===== config.mk =====
export PLATFORM = sky130hd
export DESIGN_NAME = multiplier_shiftadd_param
export DESIGN_NICKNAME = d
export VERILOG_FILES = /design/src/rtl/multiplier_shiftadd_param.sv
export SDC_FILE = /design/constraint.sdc
export NUM_CORES = 1
export LEC_CHECK = 0
export ABC_CLOCK_PERIOD_IN_PS = 3600
export CORE_MARGIN = 1.5
export CORE_UTILIZATION = 50
export DETAILED_ROUTE_END_ITERATION = 10
export HOLD_SLACK_MARGIN = 0.12
export PLACE_DENSITY_LB_ADDON = 0.25
export SYNTH_ARGS = -nofsm -noshare
export SYNTH_HDL_FRONTEND = slang
export SYNTH_SLANG_ARGS = --single-unit

===== constraint.sdc =====
create_clock -name i_clk -period 3.6 [get_ports i_clk]
set_clock_uncertainty 0.05 [all_clocks]
set_input_delay 0.54 -clock i_clk [delete_from_list [all_inputs] [get_ports i_clk]]
set_output_delay 0.54 -clock i_clk [all_outputs]
set_load 0.05 [all_outputs]

===== src/rtl/multiplier_shiftadd_param.sv =====
// multiplier_shiftadd_param: sequential shift-add multiplier, WIDTH x WIDTH -> 2*WIDTH, one multiplier bit per clock.
// Optional feature: define MULT_SIGNED_EN for two's-complement operands and result.
// Ports:
//   i_clk     clock, all state updates on posedge
//   i_rst_n   synchronous reset, active-low
//   i_st      start request, accepted in IDLE or DONE
//   i_mplier  multiplier, captured on the accepted start edge
//   i_mcand   multiplicand, captured on the accepted start edge
//   o_busy    high while the product is being computed
//   o_done    one-cycle pulse after o_result is updated
//   o_result  last completed product, held until the next one completes
module multiplier_shiftadd_param #(
    parameter int WIDTH = 8
) (
    input  logic               i_clk,
    input  logic               i_rst_n,
    input  logic               i_st,
    input  logic [WIDTH-1:0]   i_mplier,
    input  logic [WIDTH-1:0]   i_mcand,
    output logic               o_busy,
    output logic               o_done,
    output logic [2*WIDTH-1:0] o_result
);
    localparam int CW = $clog2(WIDTH + 1);
    localparam logic [CW-1:0] LAST = CW'(WIDTH - 1);

    typedef enum logic [1:0] {IDLE, CALC, DONE} state_t;

    state_t             r_state, w_state_next;
    logic [2*WIDTH:0]   r_p, w_p_next;
    logic [WIDTH-1:0]   r_mc;
    logic [CW-1:0]      r_cnt;
    logic [2*WIDTH-1:0] r_result;
    logic [WIDTH:0]     w_hi, w_sum;
    logic               w_fill, w_last, w_load;

    if (WIDTH < 2) begin : g_bad_width
        $error("multiplier_shiftadd_param: WIDTH must be >= 2");
    end

    always_comb begin
        w_hi   = r_p[2*WIDTH:WIDTH];
        w_last = r_cnt == LAST;
        w_load = i_st && (r_state == IDLE || r_state == DONE);
`ifdef MULT_SIGNED_EN
        // multiplier MSB carries weight -2^(WIDTH-1), so the last step subtracts
        w_sum  = !r_p[0] ? w_hi :
                 w_last  ? w_hi - {r_mc[WIDTH-1], r_mc} : w_hi + {r_mc[WIDTH-1], r_mc};
        w_fill = w_sum[WIDTH];
`else
        w_sum  = w_hi + (r_p[0] ? {1'b0, r_mc} : '0);
        w_fill = 1'b0;
`endif
        w_p_next     = {w_fill, w_sum, r_p[WIDTH-1:1]};
        w_state_next = r_state == CALC ? (w_last ? DONE : CALC) :
                       w_load          ? CALC : IDLE;
    end

    always_ff @(posedge i_clk) begin
        if (!i_rst_n) r_state <= IDLE;
        else          r_state <= w_state_next;
    end

    always_ff @(posedge i_clk) begin
        if (!i_rst_n) begin
            r_p      <= '0;
            r_mc     <= '0;
            r_cnt    <= '0;
            r_result <= '0;
        end else if (w_load) begin
            r_p   <= {{(WIDTH+1){1'b0}}, i_mplier};
            r_mc  <= i_mcand;
            r_cnt <= '0;
        end else if (r_state == CALC) begin
            r_p   <= w_p_next;
            r_cnt <= r_cnt + 1'b1;
            if (w_last) r_result <= w_p_next[2*WIDTH-1:0];
        end
    end

    assign o_busy   = r_state == CALC;
    assign o_done   = r_state == DONE;
    assign o_result = r_result;
endmodule


==> impl_metrics.toml <==
[global_route]
antenna_found_initial = 0
overflow = 0
grt_pass1_wl_um = 7960
grt_usage = 0.200
first_global_vias = 1767
grt_max_degree = 43

[setup_path]
path_class = "flip-flop to output pin"
required_ps = 3010
slowest_delay_ps = 820
path_cells = "nand2b_4, clkinv_4, clkdlybuf4s50_1"
critPathArrivalTime_ps = 1910
path_max_fanout = 23
critPathSlowestCell = "clkdlybuf4s50_1"
crit_path_end_kind = "output pin"
worst_setup_path_start_kind = "flip-flop"

[synth]
synth-main-ff-cell = "dfxtp_1"
ys_types = 43
synth-warning-count = 0
syn-instance-count = 260
synth_compound_area_frac = 0.197
ys_seq_elements = 46
ys_seq_area_frac = 0.420
synth_fa_ha_area_frac = 0.0605
synth-edff-count = 0
synth_mux_area_frac = 0
synthesis.area_sq_um = 2190
yosys.area_share.simple = 0.257
syn-num-nets = 289
synth_top_family_by_area = "simple AND/OR/NAND/NOR gates"
syn_area_per_cell_sq_um = 8.44
synth_xor_area_frac = 0.0200
async_flop_share = 0

[final_layout]
synthToLayoutAreaGrowth_pct = 21.7
layout_common_cells = "nand2_1, dfxtp_1, clkdlybuf4s50_1"
antennaDiodeCount = 0
nets = 318
fin_util = 0.649
drive_gt1_frac = 0.0517
mostFrequentLayoutCell = "nand2_1"
num-fill-cells = 362
finalNonFillerCells = 340

[cts]
cts_resized = 0
insertion_delay_ps = 300
clk_pin_slew_ps = 80
cts_buffer_depth = 2
cts_tree = "done"
ctsRootBufferMaster = "clkbuf_8"
cts.sinks = 46
cts-htree-levels = 2
postCtsSetupRepairBufs = 0
numCtsBuffers = 5
cts_hold_buf = 0

[sta]
slew_violations = 0
hold_viol = 0
min_period_ps = 2500
fmax_mhz = 399
finalSetupViolCount = 0
grt_setup_unrepaired = "no"
tightest_slew_ps = 639
max-slew-margin-rel = 0.574
tns_ps = 0
period_share = 0.695

[route]
drt-pass1-iter-count = 4
via_count = 1892
post-route-drc-count = 0
drtAntennaViolNets = 0
totalWireLength_um = 4620
via_per_inst = 5.56
wl_per_cell_um = 13.6
drt_iter0_markers = 88

[floorplan]
die_h_um = 69.2
die_area_sq_um = 4790
io_pins = 37
rows = 23
start_util = 0.533
coreArea_sq_um = 4120
die_w_um = 69.2

[pwr]
p_per_area_nw_per_um2 = 378
leakage_uw = 0.00102
finalPower_uw = 1010
vdd_drop_max_uv = 199

[placement]
dpl.cell_count = 332
io_buffers = 36
place_congestion = 0.830
dp_hpwl_um = 3220

[flow_run]
drv_cap = 0

[run_status]
status = "finished, final reports clean"

[worst_hold_path]
hold_class = "flip-flop to flip-flop"
## cells by family (layout without fill, tap and decap cells)
group                      Yosys count  after routing
AOI/OAI and AO/OA                   59             59
xor gates and xnor gates             5              5
adders and majority gates           10             10
buffers and inverters               22             52
DFF                                 46             46
and+or+nand+nor                    118            118
## cell type report
| type | instances | area, sq um | share of cell area |
|---|---|---|---|
| clock buffer | 8 | 110 | 0.0413 |
| multi-input combinational | 192 | 1170 | 0.439 |
| inverter | 6 | 27.5 | 0.0103 |
| timing repair buffer | 38 | 375 | 0.141 |
| tap | 50 | 62.6 | 0.0234 |
| sequential | 46 | 921 | 0.345 |
## through the flow
step	area, sq um	hold WS (ps)	setup slack, ps
final	2670	415	1100
after floorplan	2190	389	1550
after global routing	2670	438	1010
after global placement	2560	401	1270
after detailed placement	2560	409	1230
after CTS	2670	420	1080
## worst paths after layout
path | from | cells after the start | slack, ps | end
worst max register to register | r_p[0]$_SDFFE_PN0P_ | 7 | 1350 | o_result[13]$_SDFFE_PN0P_
worst min-delay path | o_result[3]$_SDFFE_PN0P_ | 2 | 410 | o_result[3]$_SDFFE_PN0P_
worst min register to register | o_result[3]$_SDFFE_PN0P_ | 2 | 410 | o_result[3]$_SDFFE_PN0P_
worst max-delay path | r_state[0]$_SDFF_PN0_ | 3 | 1100 | o_busy
## critical path: cells and delay by family (launching register included)
| kind | cells | cell delay [ps] |
|---|---|---|
| simple gates | 1 | 200 |
| flops | 1 | 420 |
| buf+inv | 2 | 990 |
## flip-flops by register name (all words and copies together) (netlist names)
signal	count
o_result	16
r_cnt	4
r_mc	8
r_p	16
r_state	2
## per-layer routing
metal / share of wire / global-route usage / up-vias
li1: - / - / 967
met1: 0.48 / 0.255 / 889
met2: 0.47 / 0.338 / 30
met3: 0.031 / 0.0436 / 6
met4: 0.014 / 0.0654 / 0
met5: 0 / 0 / -
## cell usage after synthesis (all sizes together) (2+ instances only)
master / number / area [sq um]
a2111o: 2 / 22.5
a211oi: 2 / 15.0
a21boi: 19 / 143
a21oi: 11 / 55.1
and2: 9 / 56.3
and3: 2 / 12.5
buf: 6 / 35.0
clkbuf: 10 / 37.5
dfxtp: 46 / 921
ha: 9 / 113
inv: 5 / 18.8
nand2: 54 / 205
nand2b: 2 / 20.0
nand3: 15 / 75.1
nor2: 22 / 82.6
nor2b: 2 / 12.5
o2111ai: 5 / 43.8
o21ai: 4 / 20.0
o221ai: 8 / 70.1
or3: 2 / 12.5
or4: 3 / 22.5
xnor2: 3 / 26.3
xor2: 2 / 17.5
## power by group
part	leakage, uW	switching (uW)	internal [uW]
combinational	0.000592	55.7	45.6
sequential	0.000374	14.4	526
clock	0.0000575	173	194
total	0.00102	243	766
(Power assumes the default switching activity.)
